--- config.mk ---
export PLATFORM = sky130hd
export DESIGN_NAME = mips_multi_ctrl_fsm_flat
export DESIGN_NICKNAME = d
export VERILOG_FILES = /design/src/rtl/mips_multi_pkg.sv /design/src/rtl/mips_multi_ctrl_fsm_if.sv /design/src/rtl/mips_multi_ctrl_outdec.sv /design/src/rtl/mips_multi_ctrl_fsm.sv /design/src/flat_wrapper.sv
export SDC_FILE = /design/constraint.sdc
export NUM_CORES = 1
export LEC_CHECK = 0
export CAP_MARGIN = 15
export CORE_MARGIN = 5
export CORE_UTILIZATION = 41
export CTS_CLUSTER_DIAMETER = 40
export DETAILED_ROUTE_END_ITERATION = 16
export GPL_TIMING_DRIVEN = 0
export HOLD_SLACK_MARGIN = 0.06
export PLACE_DENSITY = 0.8
export SETUP_SLACK_MARGIN = 0.05
export SYNTH_ARGS = -nofsm -noshare
export SYNTH_HDL_FRONTEND = slang
export SYNTH_SLANG_ARGS = --single-unit
--- constraint.sdc ---
create_clock -name clk -period 3.36 [get_ports clk]
set_clock_uncertainty 0.1 [all_clocks]
set_input_delay 0.84 -clock clk [delete_from_list [all_inputs] [get_ports clk]]
set_output_delay 0.84 -clock clk [all_outputs]
set_load 0.02 [all_outputs]
--- src/rtl/mips_multi_pkg.sv ---
// Shared definitions for the multicycle MIPS main control unit: opcodes,
// state encodings, datapath select codes and the per-state control vector.
package mips_multi_pkg;

  localparam logic [5:0] OP_LW    = 6'b100011;
  localparam logic [5:0] OP_SW    = 6'b101011;
  localparam logic [5:0] OP_RTYPE = 6'b000000;
  localparam logic [5:0] OP_BEQ   = 6'b000100;
  localparam logic [5:0] OP_ADDI  = 6'b001000;
  localparam logic [5:0] OP_J     = 6'b000010;

  typedef enum logic [3:0] {
    S_FETCH   = 4'd0,
    S_DECODE  = 4'd1,
    S_MEMADR  = 4'd2,
    S_MEMRD   = 4'd3,
    S_MEMWB   = 4'd4,
    S_MEMWR   = 4'd5,
    S_EXECUTE = 4'd6,
    S_ALUWB   = 4'd7,
    S_BRANCH  = 4'd8,
    S_ADDIEX  = 4'd9,
    S_ADDIWB  = 4'd10,
    S_JUMP    = 4'd11,
    S_HALT    = 4'd12
  } state_t;

  localparam logic [1:0] ALU_ADD   = 2'b00;
  localparam logic [1:0] ALU_SUB   = 2'b01;
  localparam logic [1:0] ALU_FUNCT = 2'b10;

  localparam logic [1:0] SRCB_B       = 2'b00;
  localparam logic [1:0] SRCB_FOUR    = 2'b01;
  localparam logic [1:0] SRCB_IMM     = 2'b10;
  localparam logic [1:0] SRCB_IMM_SH2 = 2'b11;

  localparam logic [1:0] PCSRC_ALU    = 2'b00;
  localparam logic [1:0] PCSRC_ALUOUT = 2'b01;
  localparam logic [1:0] PCSRC_JUMP   = 2'b10;

  typedef struct packed {
    logic       iord;
    logic       mem_write;
    logic       ir_write;
    logic       reg_dst;
    logic       mem_to_reg;
    logic       reg_write;
    logic       alu_src_a;
    logic [1:0] alu_src_b;
    logic [1:0] alu_op;
    logic [1:0] pc_src;
    logic       pc_write;
    logic       branch;
  } ctrl_t;

  function automatic logic is_supported(input logic [5:0] op);
    return (op == OP_LW) || (op == OP_SW) || (op == OP_RTYPE) ||
           (op == OP_BEQ) || (op == OP_ADDI) || (op == OP_J);
  endfunction

endpackage

--- src/rtl/mips_multi_ctrl_fsm_if.sv ---
// Control bundle between the main control FSM (master) and the datapath (slave).
interface mips_multi_ctrl_fsm_if;

  logic [5:0] opcode;
  logic       zero;
  logic       iord;
  logic       mem_write;
  logic       ir_write;
  logic       reg_dst;
  logic       mem_to_reg;
  logic       reg_write;
  logic       alu_src_a;
  logic [1:0] alu_src_b;
  logic [1:0] alu_op;
  logic [1:0] pc_src;
  logic       pc_en;
  logic       illegal_op;
  logic [3:0] state_dbg;

  modport master (
    input  opcode, zero,
    output iord, mem_write, ir_write, reg_dst, mem_to_reg, reg_write,
           alu_src_a, alu_src_b, alu_op, pc_src, pc_en, illegal_op, state_dbg
  );

  modport slave (
    output opcode, zero,
    input  iord, mem_write, ir_write, reg_dst, mem_to_reg, reg_write,
           alu_src_a, alu_src_b, alu_op, pc_src, pc_en, illegal_op, state_dbg
  );

endinterface

--- src/rtl/mips_multi_ctrl_outdec.sv ---
// Moore output decode: current state -> datapath control vector.
module mips_multi_ctrl_outdec
  import mips_multi_pkg::*;
(
  input  logic [3:0] state,
  output ctrl_t      ctrl
);

  always_comb begin
    // NOTE: zeroing the whole vector first keeps every field assigned on every
    // path, so no latch is inferred and unlisted outputs default to 0.
    ctrl = '0;
    case (state)
      S_FETCH: begin
        ctrl.iord      = 1'b0;
        ctrl.alu_src_a = 1'b0;
        ctrl.alu_src_b = SRCB_FOUR;
        ctrl.alu_op    = ALU_ADD;
        ctrl.pc_src    = PCSRC_ALU;
        ctrl.ir_write  = 1'b1;
        ctrl.pc_write  = 1'b1;
      end
      S_DECODE: begin
        ctrl.alu_src_a = 1'b0;
        ctrl.alu_src_b = SRCB_IMM_SH2;
        ctrl.alu_op    = ALU_ADD;
      end
      S_MEMADR, S_ADDIEX: begin
        ctrl.alu_src_a = 1'b1;
        ctrl.alu_src_b = SRCB_IMM;
        ctrl.alu_op    = ALU_ADD;
      end
      S_MEMRD: ctrl.iord = 1'b1;
      S_MEMWB: begin
        ctrl.reg_dst    = 1'b0;
        ctrl.mem_to_reg = 1'b1;
        ctrl.reg_write  = 1'b1;
      end
      S_MEMWR: begin
        ctrl.iord      = 1'b1;
        ctrl.mem_write = 1'b1;
      end
      S_EXECUTE: begin
        ctrl.alu_src_a = 1'b1;
        ctrl.alu_src_b = SRCB_B;
        ctrl.alu_op    = ALU_FUNCT;
      end
      S_ALUWB: begin
        ctrl.reg_dst    = 1'b1;
        ctrl.mem_to_reg = 1'b0;
        ctrl.reg_write  = 1'b1;
      end
      S_BRANCH: begin
        ctrl.alu_src_a = 1'b1;
        ctrl.alu_src_b = SRCB_B;
        ctrl.alu_op    = ALU_SUB;
        ctrl.pc_src    = PCSRC_ALUOUT;
        ctrl.branch    = 1'b1;
      end
      S_ADDIWB: begin
        ctrl.reg_dst    = 1'b0;
        ctrl.mem_to_reg = 1'b0;
        ctrl.reg_write  = 1'b1;
      end
      S_JUMP: begin
        ctrl.pc_src   = PCSRC_JUMP;
        ctrl.pc_write = 1'b1;
      end
      default: ctrl = '0;  // HALT and unused encodings drive nothing
    endcase
  end

endmodule

--- src/rtl/mips_multi_ctrl_fsm.sv ---
// Multicycle MIPS main control FSM: state register, next-state logic, sticky
// illegal-opcode flag, reset gating of the enables and the Mealy pc_en term.
module mips_multi_ctrl_fsm
  import mips_multi_pkg::*;
#(
  parameter bit ILLEGAL_HALT = 1'b0
) (
  input  logic                  clk,
  input  logic                  reset,
  mips_multi_ctrl_fsm_if.master bus
);

  state_t state_q;
  state_t state_d;
  logic   illegal_q;
  ctrl_t  ctrl;

  always_ff @(posedge clk) begin
    // NOTE: non-blocking assignments so every flop samples pre-edge values.
    if (reset) begin
      state_q   <= S_FETCH;
      illegal_q <= 1'b0;
    end else begin
      state_q <= state_d;
      if (state_q == S_DECODE && !is_supported(bus.opcode))
        illegal_q <= 1'b1;
    end
  end

  always_comb begin
    state_d = S_FETCH;
    case (state_q)
      S_FETCH: state_d = S_DECODE;
      S_DECODE: begin
        case (bus.opcode)
          OP_LW, OP_SW: state_d = S_MEMADR;
          OP_RTYPE:     state_d = S_EXECUTE;
          OP_BEQ:       state_d = S_BRANCH;
          OP_ADDI:      state_d = S_ADDIEX;
          OP_J:         state_d = S_JUMP;
          default:      state_d = ILLEGAL_HALT ? S_HALT : S_FETCH;
        endcase
      end
      S_MEMADR:  state_d = (bus.opcode == OP_SW) ? S_MEMWR : S_MEMRD;
      S_MEMRD:   state_d = S_MEMWB;
      S_EXECUTE: state_d = S_ALUWB;
      S_ADDIEX:  state_d = S_ADDIWB;
      S_HALT:    state_d = S_HALT;
      default:   state_d = S_FETCH;  // write-back states, BRANCH, JUMP, 13-15
    endcase
  end

  mips_multi_ctrl_outdec u_outdec (
    .state (state_q),
    .ctrl  (ctrl)
  );

  // Enables are suppressed during reset so no datapath register loads garbage.
  assign bus.mem_write  = ctrl.mem_write & ~reset;
  assign bus.ir_write   = ctrl.ir_write  & ~reset;
  assign bus.reg_write  = ctrl.reg_write & ~reset;
  assign bus.pc_en      = (ctrl.pc_write | (ctrl.branch & bus.zero)) & ~reset;

  assign bus.iord       = ctrl.iord;
  assign bus.reg_dst    = ctrl.reg_dst;
  assign bus.mem_to_reg = ctrl.mem_to_reg;
  assign bus.alu_src_a  = ctrl.alu_src_a;
  assign bus.alu_src_b  = ctrl.alu_src_b;
  assign bus.alu_op     = ctrl.alu_op;
  assign bus.pc_src     = ctrl.pc_src;
  assign bus.illegal_op = illegal_q;
  assign bus.state_dbg  = state_q;

endmodule

--- src/flat_wrapper.sv ---
// flat-port wrapper written by rule: the top's interface ports become plain ports
module mips_multi_ctrl_fsm_flat import mips_multi_pkg::*;
#(
  parameter bit ILLEGAL_HALT = 1'b0
)
  (clk, reset, bus_opcode, bus_zero, bus_iord, bus_mem_write, bus_ir_write, bus_reg_dst, bus_mem_to_reg, bus_reg_write, bus_alu_src_a, bus_alu_src_b, bus_alu_op, bus_pc_src, bus_pc_en, bus_illegal_op, bus_state_dbg);
  mips_multi_ctrl_fsm_if bus_i ();
  input  logic clk;
  input  logic reset;
  input wire logic [$bits(bus_i.opcode)-1:0] bus_opcode;
  input wire logic [$bits(bus_i.zero)-1:0] bus_zero;
  output wire logic [$bits(bus_i.iord)-1:0] bus_iord;
  output wire logic [$bits(bus_i.mem_write)-1:0] bus_mem_write;
  output wire logic [$bits(bus_i.ir_write)-1:0] bus_ir_write;
  output wire logic [$bits(bus_i.reg_dst)-1:0] bus_reg_dst;
  output wire logic [$bits(bus_i.mem_to_reg)-1:0] bus_mem_to_reg;
  output wire logic [$bits(bus_i.reg_write)-1:0] bus_reg_write;
  output wire logic [$bits(bus_i.alu_src_a)-1:0] bus_alu_src_a;
  output wire logic [$bits(bus_i.alu_src_b)-1:0] bus_alu_src_b;
  output wire logic [$bits(bus_i.alu_op)-1:0] bus_alu_op;
  output wire logic [$bits(bus_i.pc_src)-1:0] bus_pc_src;
  output wire logic [$bits(bus_i.pc_en)-1:0] bus_pc_en;
  output wire logic [$bits(bus_i.illegal_op)-1:0] bus_illegal_op;
  output wire logic [$bits(bus_i.state_dbg)-1:0] bus_state_dbg;
  assign bus_i.opcode = bus_opcode;
  assign bus_i.zero = bus_zero;
  assign bus_iord = bus_i.iord;
  assign bus_mem_write = bus_i.mem_write;
  assign bus_ir_write = bus_i.ir_write;
  assign bus_reg_dst = bus_i.reg_dst;
  assign bus_mem_to_reg = bus_i.mem_to_reg;
  assign bus_reg_write = bus_i.reg_write;
  assign bus_alu_src_a = bus_i.alu_src_a;
  assign bus_alu_src_b = bus_i.alu_src_b;
  assign bus_alu_op = bus_i.alu_op;
  assign bus_pc_src = bus_i.pc_src;
  assign bus_pc_en = bus_i.pc_en;
  assign bus_illegal_op = bus_i.illegal_op;
  assign bus_state_dbg = bus_i.state_dbg;
  mips_multi_ctrl_fsm #(.ILLEGAL_HALT(ILLEGAL_HALT)) u_core (.clk(clk), .reset(reset), .bus(bus_i));
endmodule
======== Word-level counts from Yosys, hierarchy flattened ========
Index checks and enable logic that the tools add are counted.
storage, ports and cells
  flip-flop bits (word level) ............. 5
  output and inout bits ................... 19
  word-level logic and storage cells ...... 50
cells by class
  equal/unequal tests ..................... 17
  muxes and demuxes ....................... 11
  bitwise gates (word level) .............. 7
  reductions and logical operators ........ 13
operator list
  cell                                                             count
  4-bit one-hot mux with 7 select lines                            1
  5-bit one-hot mux with 5 select lines                            1
  4-bit == test, second input constant                             5
  4-bit one-hot mux with 5 select lines                            1
  4-bit by 3-bit == test with 1-bit output, second input constant  4
  6-bit == test, second input constant                             2
  3-bit one-hot mux with 3 select lines                            1
  4-bit by 2-bit == test with 1-bit output, second input constant  2
  2-bit OR reduction                                               4
  6-bit by 2-bit == test with 1-bit output, second input constant  1
  6-bit by 3-bit == test with 1-bit output, second input constant  1
  6-bit by 4-bit == test with 1-bit output, second input constant  1
  6-bit zero test                                                  1
  1-bit bitwise AND                                                5
  1-bit logical OR                                                 5
  1-bit two-way mux                                                5
  4-bit by 1-bit == test with 1-bit output, second input constant  1
  4-bit zero test                                                  1
  2-bit one-hot mux with 2 select lines                            1
  3-bit two-way mux                                                1
  1-bit logical AND                                                1
  1-bit zero test                                                  1
  1-bit inverter                                                   1
  1-bit bitwise OR                                                 1

======== Depth between registers and ports, before layout ========
  depth in word-level cells ............... 8
  gate-level depth with buffers ........... 5
  gate-level depth less buffers ........... 4

======== Cells and area by module ========
A second synthesis with hierarchy kept.
second synthesis, totals
  cells, all modules ...................... 83
  area total of the unflattened synthesis .. 596.8 um2
modules (own cells, without submodules)
  module                  times used  cells an instance  area each (um2)  sequential area each (um2)
  mips_multi_ctrl_fsm     1           53                 400.4            100.1
  mips_multi_ctrl_outdec  1           30                 196.4            0.0

======== Worst setup path before layout ========
OpenSTA, ideal clock, no wires.
  path kind ............................... input -> output
  start ................................... input reset
  end ..................................... output bus_ir_write
  arrival time ............................ 1.744 ns
  data required time ...................... 2.420 ns
  setup slack ............................. 0.676 ns
  stages on the path ...................... 2
  buffers on the path ..................... 1
  path through ............................ clkbuf_1 > nor4b_1
between the ends
  cells in the longest elaborated chain, start to end .. 2
RTL lines
  element             RTL line                   RTL
  start: declaration  flat_wrapper.sv:9          input logic reset;
  1-bit inverter      mips_multi_ctrl_fsm.sv:60  assign bus.ir_write = ctrl.ir_write & ~reset;
  1-bit bitwise AND   mips_multi_ctrl_fsm.sv:60
  end: declaration    flat_wrapper.sv:14         output wire logic [$bits(bus_i.ir_write)-1:0] bus_ir_write;
No other way between the ends.

======== Worst setup path in the final report ========
  start ................................... input bus_zero
  end ..................................... output bus_pc_en
between the ends
  cells in the longest elaborated chain, start to end .. 3
RTL lines
  element             RTL line                   RTL
  start: declaration  flat_wrapper.sv:11         input wire logic [$bits(bus_i.zero)-1:0] bus_zero;
  1-bit bitwise AND   mips_multi_ctrl_fsm.sv:62  assign bus.pc_en = (ctrl.pc_write | (ctrl.branch & bus.zero)) & ~reset;
  1-bit bitwise OR    mips_multi_ctrl_fsm.sv:62
  1-bit bitwise AND   mips_multi_ctrl_fsm.sv:62
  end: declaration    flat_wrapper.sv:22         output wire logic [$bits(bus_i.pc_en)-1:0] bus_pc_en;
No other way between the ends.

==> out/summary.md <==
- 0 — number of pins with negative max-slew slack in the final report
- 0 ns — Total Negative Setup Slacks
- 2190 sq um — area of the die
- 0 — number of resized instances in the post-cts repair step
- 13 — iteration-0 DRC count of the detailed router
- primary output — critical path capture point type
- 686 — vias after detailed routing
- finished, final reports clean — outcome
- 0.04 ns — clock slew at the register clock pins of the worst setup and hold paths
- 18.1% — area share of the largest cell type after synthesis
- 88 — Synthesized Nets
- 1210 um — detailed-placement wirelength estimate
- 0 — Antenna Diode Count
- 6.32% — xor/xnor cell area share of the yosys netlist
- built — TritonCTS clock tree
- simple AND/OR/NAND/NOR gates — main combinational cell family by area after synthesis
- 2 — clock buffer depth
- 13 — std cell rows
- 41.5% — fraction of the mapped netlist area in simple logic gates
- input pin — startpoint class of the critical path
- 12.5 um — detail-routed net length per standard cell
- sky130_fd_sc_hd__dfxtp_1 — cell taking the most area after synthesis
- 120 — placed insts
- 4 — number of detailed-routing iterations run before antenna repair
- 43.1% — effective utilization at floorplan
- 5 — CTS sink count
- 554 sq um — total standard cell area after synthesis
- 46.8 um — Die H
- 0% — Synth Area in Adders
- sky130_fd_sc_hd__clkdlybuf4s50_1 — cell type of the slowest stage on the worst timing path
- 3.19 ns — Period minus WS final
- 0.65 ns — max incr delay on CP
- sky130_fd_sc_hd__dfxtp_1 18%, sky130_fd_sc_hd__nor3_1 8.1%, sky130_fd_sc_hd__nor2_1 7.4% — largest cells by area after synthesis
- 55.1% — Area Overhead vs Synth
- 7.02 sq um — mean cell area of the mapped netlist
- 0 — yosys synthesis warning count
- 23.5% — synthesized-area fraction occupied by ao, oa, aoi and oai cells
- 3 — TritonCTS buffer count
- 2.25 ns — Worst EP arrival
- 1 — H-tree lvl count
- 5 — Synth Register Bits
- 2 — buffers and inverters on the worst path
- 0 — number of antenna-violating nets in the routed design
- 121 — number of fill cells
- 11 — pin count of the biggest net entering global routing
- 18.1% — post-synthesis sequential area ratio
- 46.8 um — die extent in x
- sky130_fd_sc_hd__clkdlybuf4s50_1 — most common library cell in the layout ignoring fill and taps
- 5.53 — vias per inst
- 26 — total of buffers placed on input and output ports
- 1280 sq um — floorplan core area
- sky130_fd_sc_hd__clkbuf_4 — root buffer cell
- 15.3% — gr usage total
- 0.763 — Routability Congestion
- false — RSZ-0062 raised after global routing
- 1.77 ns — Worst R2R Setup Slack
- 236 nW/um^2 — power density over the cells
- 119 — # nets final
- 1.81% — mux contribution to synthesized area
- 0 — number of design rule violations left after detail routing
- 0.447 ns — slew at the pin with the worst max-slew slack
- 1550 um — routed wire length
- 0 — Final setup viols
- 2500 um — first-pass GRT wire length
- 28 — number of top-level pins
- clkdlybuf4s50_1 -> o21ai_0 -> a211oi_1 -> clkdlybuf4s50_1 — cells along the critical path
- 94.8% — share of the clock period used by the worst path after layout
- 0.311 nW — leakage power summed over all cells
- 279 uV — Peak supply drop
- 0 — post-cts hold buffer count
- 10.1% — share of cells above drive strength 1
- 36 — number of unique standard cell types used by synthesis
- 2.42 ns — Data required, critical path
- register to register — kind of path behind the tightest hold check
- 0 — antenna violations before repair
- 0.24 ns — latest clock arrival within the worst-skew pair
- 0 — Fin. Hold Viols
- 26 x sky130_fd_sc_hd__clkdlybuf4s50_1, 11 x sky130_fd_sc_hd__nor2_1, 9 x sky130_fd_sc_hd__nor3_1 — commonest cells after routing, fill and taps aside
- 1 — worst-path fanout max
- 314 MHz — Achievable Freq
- sky130_fd_sc_hd__clkdlybuf4s50_1 — cell occurring most often along the worst timing path
- input pin to primary output — Critical Setup Path Class
- 0 — total of max-cap violations
- buffers and inverters — cell class contributing the biggest share of worst-path delay
- 124 — count of non-filler cells in the finished layout
- 0 — sum of overflow across all layers after global routing
- 70.2% — headroom to the max-slew limit
- 79 — Cells after Synth
- 0 — # Post-CTS Setup Buffers
- 563 — number of global-route vias before repair
cell type report:
class | instances | area [sq um] | area share [%]
multi-input combinational | 65 | 405 | 47.2
timing repair buffer | 26 | 260 | 30.3
sequential | 5 | 100 | 11.6
buffer | 8 | 45.0 | 5.24
clock buffer | 4 | 26.3 | 3.06
tap | 15 | 18.8 | 2.18
inverter | 1 | 3.75 | 0.437
power breakdown:
part	switching (mW)	internal (mW)	leakage (nW)
Combinational	0.0357	0.0337	0.255
Clock	0.0252	0.0450	0.0150
Sequential	0.00134	0.0622	0.0409
cells in the mapped netlist:
library cell and n:
sky130_fd_sc_hd__a32oi_1 1, sky130_fd_sc_hd__nor4b_1 1, sky130_fd_sc_hd__o21ai_0 3, sky130_fd_sc_hd__inv_2 1, sky130_fd_sc_hd__o21bai_1 3, sky130_fd_sc_hd__nor2b_1 1, sky130_fd_sc_hd__buf_6 1, sky130_fd_sc_hd__mux2i_1 1
sky130_fd_sc_hd__and2_1 2, sky130_fd_sc_hd__o211ai_1 1, sky130_fd_sc_hd__nor2_1 11, sky130_fd_sc_hd__a211oi_1 1, sky130_fd_sc_hd__nand3_1 4, sky130_fd_sc_hd__nor4_1 1, sky130_fd_sc_hd__o21ai_1 1, sky130_fd_sc_hd__buf_4 1
sky130_fd_sc_hd__o41a_1 1, sky130_fd_sc_hd__clkbuf_1 2, sky130_fd_sc_hd__a221oi_1 1, sky130_fd_sc_hd__nand3b_1 2, sky130_fd_sc_hd__nand2b_1 4, sky130_fd_sc_hd__nand2_1 1, sky130_fd_sc_hd__dfxtp_1 5, sky130_fd_sc_hd__o221ai_1 1
sky130_fd_sc_hd__nand2b_4 1, sky130_fd_sc_hd__clkbuf_2 1, sky130_fd_sc_hd__a21oi_1 4, sky130_fd_sc_hd__or3_1 1, sky130_fd_sc_hd__a211o_1 1, sky130_fd_sc_hd__xor2_1 4, sky130_fd_sc_hd__and3_1 2, sky130_fd_sc_hd__nor3_1 9
sky130_fd_sc_hd__buf_2 2, sky130_fd_sc_hd__or4b_4 1, sky130_fd_sc_hd__buf_1 1, sky130_fd_sc_hd__a31oi_1 1
cells by family (layout without fill, tap and decap cells):
logic type      Yosys count  count (layout)
simple gates             41              41
xor+xnor                  4               4
buf+inv                   9              39
mux                       1               1
compound gates           19              19
flops                     5               5
worst paths after layout:
path	to	startpoint	cells after the start
setup / recovery	bus_pc_en	bus_zero	4
hold / removal	u_core.bus.illegal_op$_SDFFE_PP0P_	u_core.bus.illegal_op$_SDFFE_PP0P_	2
setup reg to reg	u_core.bus.state_dbg[2]$_SDFF_PP0_	u_core.bus.state_dbg[1]$_SDFF_PP0_	5
hold reg to reg	u_core.bus.illegal_op$_SDFFE_PP0P_	u_core.bus.illegal_op$_SDFFE_PP0P_	2
sequential cells by signal, summed over array words and instances (netlist names):
name	count
u_core.bus.state_dbg	4
u_core.bus.illegal_op	1
stage by stage:
stage                     instance area [sq um]  setup WS, ns  hold WS [ns]  power [mW]  utilization [%]
final                                       860         0.174         0.368       0.203             66.9
after global routing                        860        0.0975         0.407       0.216             66.9
after CTS                                   860         0.169         0.371       0.206             66.9
after detailed placement                    833         0.168         0.362       0.134             64.8
after global placement                      833         0.194         0.367       0.133             64.8
after floorplan                             554         0.676         0.480       0.103                -
routing by layer:
layer	GRT usage, %	up-vias	share of wire (%)
li1	-	348	-
met1	20.2	321	47
met2	26.3	17	48
met3	3.45	0	5.0
met4	1.66	0	0
met5	0	-	0
tightest hold or removal path: cells and delay by family (launching register included):
| kind | cells | cell delay [ns] |
|---|---|---|
| DFF | 1 | 0.32 |
| AOI/OAI and AO/OA | 1 | 0.04 |
| and+or+nand+nor | 1 | 0.07 |
Power figures use the tool's default switching activity.
